[src/rtl/butterfly_pipe_if.sv]
// Operand/result bundle for butterfly_pipe: input handshake, twiddle, result handshake
// and the sticky saturation flag with its clear.
interface butterfly_pipe_if #(
    parameter int DW  = 16,
    parameter int TWW = 16
);
    logic                  in_valid;
    logic                  in_ready;
    logic signed [DW-1:0]  xr;
    logic signed [DW-1:0]  xi;
    logic signed [DW-1:0]  yr;
    logic signed [DW-1:0]  yi;
    logic signed [TWW-1:0] wr;
    logic signed [TWW-1:0] wi;
    logic                  scale;
    logic                  out_valid;
    logic                  out_ready;
    logic signed [DW-1:0]  out0_r;
    logic signed [DW-1:0]  out0_i;
    logic signed [DW-1:0]  out1_r;
    logic signed [DW-1:0]  out1_i;
    logic                  ovf;
    logic                  ovf_clr;

    modport master (
        output in_valid, xr, xi, yr, yi, wr, wi, scale, out_ready, ovf_clr,
        input  in_ready, out_valid, out0_r, out0_i, out1_r, out1_i, ovf
    );

    modport slave (
        input  in_valid, xr, xi, yr, yi, wr, wi, scale, out_ready, ovf_clr,
        output in_ready, out_valid, out0_r, out0_i, out1_r, out1_i, ovf
    );
endinterface

[src/rtl/butterfly_pipe.sv]
// Radix-2 DIT butterfly, three register stages: products, rounded twiddle product t,
// then x +/- t with optional halving and saturation. One global stall enable.
module butterfly_pipe #(
    parameter int DW  = 16,
    parameter int TWW = 16
) (
    input logic              clk,
    input logic              rst_n,
    butterfly_pipe_if.slave  bus
);
    localparam int PW = DW + TWW;
    localparam int TW = DW + 2;

    localparam logic signed [PW:0]   RND  = (PW+1)'(1) << (TWW-2);
    localparam logic signed [TW-1:0] SMAX = TW'((1 << (DW-1)) - 1);
    localparam logic signed [TW-1:0] SMIN = TW'(-(1 << (DW-1)));
    localparam logic signed [TW-1:0] ONE  = TW'(1);

    logic en;

    logic                 v1;
    logic signed [PW-1:0] p_rr, p_ii, p_ri, p_ir;
    logic signed [DW-1:0] x1r, x1i;
    logic                 sc1;

    logic                 v2;
    logic signed [TW-1:0] t2r, t2i;
    logic signed [DW-1:0] x2r, x2i;
    logic                 sc2;

    logic signed [PW:0]   acc_r, acc_i;
    logic signed [TW-1:0] t_r, t_i;
    logic signed [TW-1:0] s0r, s0i, s1r, s1i;
    logic [DW:0]          c0r, c0i, c1r, c1i;
    logic                 sat_hit;

    // Optional halving with round-half-up, then clamp; MSB of the result flags a clamp.
    function automatic logic [DW:0] finish(input logic signed [TW-1:0] s, input logic sc);
        logic signed [TW-1:0] v;
        v = sc ? ((s + ONE) >>> 1) : s;
        if (v > SMAX)
            finish = {1'b1, SMAX[DW-1:0]};
        else if (v < SMIN)
            finish = {1'b1, SMIN[DW-1:0]};
        else
            finish = {1'b0, v[DW-1:0]};
    endfunction

    assign en           = bus.out_ready || !bus.out_valid;
    assign bus.in_ready = en;

    // Sums are carried at PW+1 bits so the rounded shift never wraps before truncation.
    assign acc_r = (PW+1)'(p_rr) - (PW+1)'(p_ii) + RND;
    assign acc_i = (PW+1)'(p_ri) + (PW+1)'(p_ir) + RND;
    assign t_r   = TW'(acc_r >>> (TWW-1));
    assign t_i   = TW'(acc_i >>> (TWW-1));

    assign s0r = TW'(x2r) + t2r;
    assign s0i = TW'(x2i) + t2i;
    assign s1r = TW'(x2r) - t2r;
    assign s1i = TW'(x2i) - t2i;

    assign c0r = finish(s0r, sc2);
    assign c0i = finish(s0i, sc2);
    assign c1r = finish(s1r, sc2);
    assign c1i = finish(s1i, sc2);

    assign sat_hit = en && v2 && (c0r[DW] || c0i[DW] || c1r[DW] || c1i[DW]);

    always_ff @(posedge clk or negedge rst_n) begin
        if (!rst_n) begin
            v1            <= 1'b0;
            p_rr          <= '0;
            p_ii          <= '0;
            p_ri          <= '0;
            p_ir          <= '0;
            x1r           <= '0;
            x1i           <= '0;
            sc1           <= 1'b0;
            v2            <= 1'b0;
            t2r           <= '0;
            t2i           <= '0;
            x2r           <= '0;
            x2i           <= '0;
            sc2           <= 1'b0;
            bus.out_valid <= 1'b0;
            bus.out0_r    <= '0;
            bus.out0_i    <= '0;
            bus.out1_r    <= '0;
            bus.out1_i    <= '0;
            bus.ovf       <= 1'b0;
        end else begin
            if (en) begin
                v1            <= bus.in_valid;
                v2            <= v1;
                bus.out_valid <= v2;
                if (bus.in_valid) begin
                    p_rr <= PW'(bus.yr) * PW'(bus.wr);
                    p_ii <= PW'(bus.yi) * PW'(bus.wi);
                    p_ri <= PW'(bus.yr) * PW'(bus.wi);
                    p_ir <= PW'(bus.yi) * PW'(bus.wr);
                    x1r  <= bus.xr;
                    x1i  <= bus.xi;
                    sc1  <= bus.scale;
                end
                if (v1) begin
                    t2r <= t_r;
                    t2i <= t_i;
                    x2r <= x1r;
                    x2i <= x1i;
                    sc2 <= sc1;
                end
                if (v2) begin
                    bus.out0_r <= c0r[DW-1:0];
                    bus.out0_i <= c0i[DW-1:0];
                    bus.out1_r <= c1r[DW-1:0];
                    bus.out1_i <= c1i[DW-1:0];
                end
            end
            // A fresh clamp outranks a simultaneous clear.
            bus.ovf <= sat_hit || (bus.ovf && !bus.ovf_clr);
        end
    end
endmodule

[src/flat_wrapper.sv]
// flat-port wrapper written by rule: the top's interface ports become plain ports
module butterfly_pipe_flat 
#(
    parameter int DW  = 16,
    parameter int TWW = 16
)
  (clk, rst_n, bus_in_valid, bus_xr, bus_xi, bus_yr, bus_yi, bus_wr, bus_wi, bus_scale, bus_out_ready, bus_ovf_clr, bus_in_ready, bus_out_valid, bus_out0_r, bus_out0_i, bus_out1_r, bus_out1_i, bus_ovf);
  butterfly_pipe_if #(.DW(DW), .TWW(TWW)) bus_i ();
  input logic clk;
  input logic rst_n;
  input wire logic [$bits(bus_i.in_valid)-1:0] bus_in_valid;
  input wire logic [$bits(bus_i.xr)-1:0] bus_xr;
  input wire logic [$bits(bus_i.xi)-1:0] bus_xi;
  input wire logic [$bits(bus_i.yr)-1:0] bus_yr;
  input wire logic [$bits(bus_i.yi)-1:0] bus_yi;
  input wire logic [$bits(bus_i.wr)-1:0] bus_wr;
  input wire logic [$bits(bus_i.wi)-1:0] bus_wi;
  input wire logic [$bits(bus_i.scale)-1:0] bus_scale;
  input wire logic [$bits(bus_i.out_ready)-1:0] bus_out_ready;
  input wire logic [$bits(bus_i.ovf_clr)-1:0] bus_ovf_clr;
  output wire logic [$bits(bus_i.in_ready)-1:0] bus_in_ready;
  output wire logic [$bits(bus_i.out_valid)-1:0] bus_out_valid;
  output wire logic [$bits(bus_i.out0_r)-1:0] bus_out0_r;
  output wire logic [$bits(bus_i.out0_i)-1:0] bus_out0_i;
  output wire logic [$bits(bus_i.out1_r)-1:0] bus_out1_r;
  output wire logic [$bits(bus_i.out1_i)-1:0] bus_out1_i;
  output wire logic [$bits(bus_i.ovf)-1:0] bus_ovf;
  assign bus_i.in_valid = bus_in_valid;
  assign bus_i.xr = bus_xr;
  assign bus_i.xi = bus_xi;
  assign bus_i.yr = bus_yr;
  assign bus_i.yi = bus_yi;
  assign bus_i.wr = bus_wr;
  assign bus_i.wi = bus_wi;
  assign bus_i.scale = bus_scale;
  assign bus_i.out_ready = bus_out_ready;
  assign bus_i.ovf_clr = bus_ovf_clr;
  assign bus_in_ready = bus_i.in_ready;
  assign bus_out_valid = bus_i.out_valid;
  assign bus_out0_r = bus_i.out0_r;
  assign bus_out0_i = bus_i.out0_i;
  assign bus_out1_r = bus_i.out1_r;
  assign bus_out1_i = bus_i.out1_i;
  assign bus_ovf = bus_i.ovf;
  butterfly_pipe #(.DW(DW), .TWW(TWW)) u_core (.clk(clk), .rst_n(rst_n), .bus(bus_i));
endmodule
[config.mk]
export PLATFORM = sky130hd
export DESIGN_NAME = butterfly_pipe_flat
export DESIGN_NICKNAME = d
export VERILOG_FILES = /design/src/rtl/butterfly_pipe_if.sv /design/src/rtl/butterfly_pipe.sv /design/src/flat_wrapper.sv
export SDC_FILE = /design/constraint.sdc
export NUM_CORES = 2
export LEC_CHECK = 0
export CORE_MARGIN = 2
export CORE_UTILIZATION = 61
export DETAILED_ROUTE_END_ITERATION = 6
export DONT_BUFFER_PORTS = 1
export PLACE_DENSITY = 0.8
export SYNTH_ARGS = -nofsm -noshare
export SYNTH_HDL_FRONTEND = slang
export SYNTH_SLANG_ARGS = --single-unit
[constraint.sdc]
create_clock -name clk -period 3.8 [get_ports clk]
set_input_delay 0.38 -clock clk [delete_from_list [all_inputs] [get_ports clk]]
set_output_delay 0.38 -clock clk [all_outputs]
set_load 0.05 [all_outputs]
==> results_dict.tcl <==
set metrics [dict create \
    status "finished, violations left" \
    violations "negative hold slack, negative setup slack" \
    ys_ff_latch 298 \
    dp_hpwl_um 128000 \
    root_buffer "clkbuf_16" \
    r2r_slack_ps -150 \
    finClkSkew_ps 24.1 \
    period_minus_slack_ps 5900 \
    setup_viol 117 \
    arrival_ps 6320 \
    synthAdderAreaFrac_pct 46.9 \
    synth_xor_area_share_pct 3.60 \
    start_kind "input pin" \
    ant_nets 0 \
    numCtsBuffers 34 \
    worst_r2r_endpoint "u_core.bus.ovf" \
    stdcell_area_um2 69600 \
    worstRegToRegCells 16 \
    avgViaCountPerCell 5.68 \
    netlist.area_leader.share_pct 35.8 \
    grt_first_pass_wirelength_um 267000 \
    fmax_ghz 0.170 \
    relSlewSlack_pct 47.1 \
    synthCells 6542 \
    synth_top_flop_cell "dfrtp_1" \
    crit_cells 28 \
    area_delta_synth_final_pct 18.4 \
    holdWs_ps -448 \
    worst_pin_slew_ps 792 \
    synth-compound-area-share_pct 9.79 \
    h-tree-depth 2 \
    min_path_type "in -> async" \
    setup_slack_ps -2100 \
    die_y_um 315 \
    clock-sinks 298 \
    synth-simple-area-share_pct 14.5 \
    fin_crit_sh_pct 155 \
    grt_pass1_vias 51200 \
    ys_types 109 \
    slowest_stage "fa_1" \
    max_cap_viol_count 0 \
    synthMuxAreaShare_pct 1.84 \
    antenna_found_initial 6 \
    grt_max_degree 299 \
    wl_per_cell_um 20.1 \
    rsz0062_at_grt "yes" \
    final_layout_size_suffix_gt1_share_pct 20.7 \
    cts_hold_buf 34 \
    ys_seq_area_share_pct 12.7 \
    crit_buf_inv 8 \
    hold_violations 298 \
    max_stage_delay_ps 540 \
    port_buffers 0 \
    gp_congestion 1.10 \
    async_reset_ff_share_pct 100 \
    clkSlewWorstSetupHoldPaths_ps 60 \
    cts_tree "done" \
    synth_nets 8218 \
    clockBufferDepth 3 \
    grt_usage_pct 34.3 \
    num_vias 47100 \
    dieArea_um2 98900 \
    crit_required_ps 4220 \
    syn_avg_cell_area_um2 8.99 \
    start_util_pct 61.7 \
    slew_violations 0 \
    synthTopCellsByArea "fa_1, dfrtp_1, ha_1, inv_1, nand2_1" \
    fillers 6678 \
    cp-end-kind "flip-flop" \
    drc_errors 0 \
    synth_warnings 0 \
    row_count 113 \
    die_w_um 315 \
    place_ws_ps -2510 \
    syn_area_um2 58800 \
    synth_edf_count 0 \
    firstDrtPassIters 7 \
    final_nets 8682 \
    grt-ovfl-total 0 \
    critPathMaxFanout 32 \
    critPathTopFamily "adder cells" \
    wl_um 167000 \
    synth_top_family_by_area "adder cells" \
    r2r-start "u_core.t2i[2]" \
    finalSetupTns_ps -112570 \
    place_area_um2 65200 \
    pin_count 169 \
    clk_latency_ps 540 \
    critPathKind "in -> reg" \
    drtIter0Drc 3425 \
    coreArea_um2 95300 \
    synth_top_cell_by_area "fa_1" \
]
[logic make-up after synthesis]
kind of cell | after synthesis
AOI/OAI and AO/OA | 882
xor gates and xnor gates | 240
adders and majority gates | 1574
buffers and inverters | 1667
DFF | 298
muxes | 97
and+or+nand+nor | 1784
[what timing repair did]
item,CTS,global route
gates cloned,1,0
setup buffers,71,29
pin swaps,261,131
endpoints found under the setup margin,152,161
gates resized for setup,405,120
endpoints found under the hold margin,331,298
[synth_stat cells, types with 25 or more instances]
library cell,instances
o31ai_1,25
or3_1,25
inv_1,1369
o211ai_1,32
nor2_1,192
a21o_1,76
nor2b_1,26
nor3_1,50
a21oi_1,211
dfrtp_1,298
o21ai_0,251
fa_1,1052
xnor2_1,152
nand3_1,52
nand2b_1,66
nand2_1,883
clkbuf_1,274
mux2_2,87
a31oi_1,28
ha_1,522
xor2_1,86
o21a_1,50
and2_1,383
[registers in the layout (all words and copies together) (netlist names), 16 cells and up]
register           count
u_core.x2i            16
u_core.p_rr           32
u_core.bus.out1_r     16
u_core.bus.out1_i     16
u_core.t2r            18
u_core.p_ri           32
u_core.bus.out0_i     16
u_core.bus.out0_r     16
u_core.p_ir           32
u_core.x1r            16
u_core.t2i            18
u_core.x1i            16
u_core.p_ii           32
u_core.x2r            16
[metrics by stage]
stage	cells	utilization (%)
floorplan	6542	-
global placement	8123	68.4
detailed placement	8123	68.4
CTS	8273	72.4
global route	8296	73.1
finish	8297	73.1
[routing by layer]
layer / track usage [%] / wire, µm / up-vias
li1: - / - / 21100
met1: 42.6 / 62400 / 23600
met2: 58.4 / 81500 / 1989
met3: 6.51 / 14600 / 470
met4: 14.9 / 8300 / 6
met5: 0 / 43 / -
[how the worst max path moves through the flow]
stage,from,endpoint,slack [ps]
6_report,bus_wi[1],u_core.p_ri[28],-2100
5_1_grt,bus_wr[15],u_core.p_ir[30],-2260
4_1_cts,bus_yi[15],u_core.p_ir[30],-1910
3_5_place_dp,bus_yi[15],u_core.p_ir[30],-2510
3_3_place_gp,bus_yi[15],u_core.p_ir[30],-2450
2_1_floorplan,bus_yi[15],u_core.p_ir[30],-2340
[worst reg2reg max path, cell delays in order (launching register included)]
cell and delay (ps):
dfrtp_1 390, inv_1 60, ha_1 360, buf_4 190
and2b_1 170, o21a_1 190, o21ai_1 150, a21bo_2 220
buf_4 130, nor2_1 40, a311oi_2 360, nand4_2 180
buf_4 170, o2111a_1 260, a211oi_4 270, or3b_1 380
o32a_1 330
[placed cells by master, fill, tap and decap left out, drive strengths merged, types with 11 or more instances in the layout]
cell         count
dfrtp          298
o21bai          23
o21a            50
o211ai          32
fa            1052
a21o            76
buf            691
nor4            11
clkbuf          45
a211o           13
dlygate4sd3     34
ha             522
inv           1373
xor2            87
or2             21
or3             25
mux2            87
nor3            52
nand2b          66
o31ai           26
nor2b           27
nand3           53
xnor2          153
a21oi          219
nand2          883
a211oi          21
a31oi           29
o21ai          269
and3            16
and2           385
nor2           192
nand4           18
[cell type report]
cell class                      instances  area, µm²  area share (%)
Sequential cell                       298       7460            10.7
Multi-Input combinational cell       4577      48300            69.3
Tap cell                             1265       1580            2.27
Clock inverter                         16        262           0.376
Clock buffer                           45        963            1.38
Inverter                             1370       5150            7.40
Antenna cell                            1       2.50         0.00359
Timing Repair Buffer                  725       5930            8.52
Power is not shown: default switching activity piles up to over one toggle a cycle in this logic, so the estimate is an artifact.
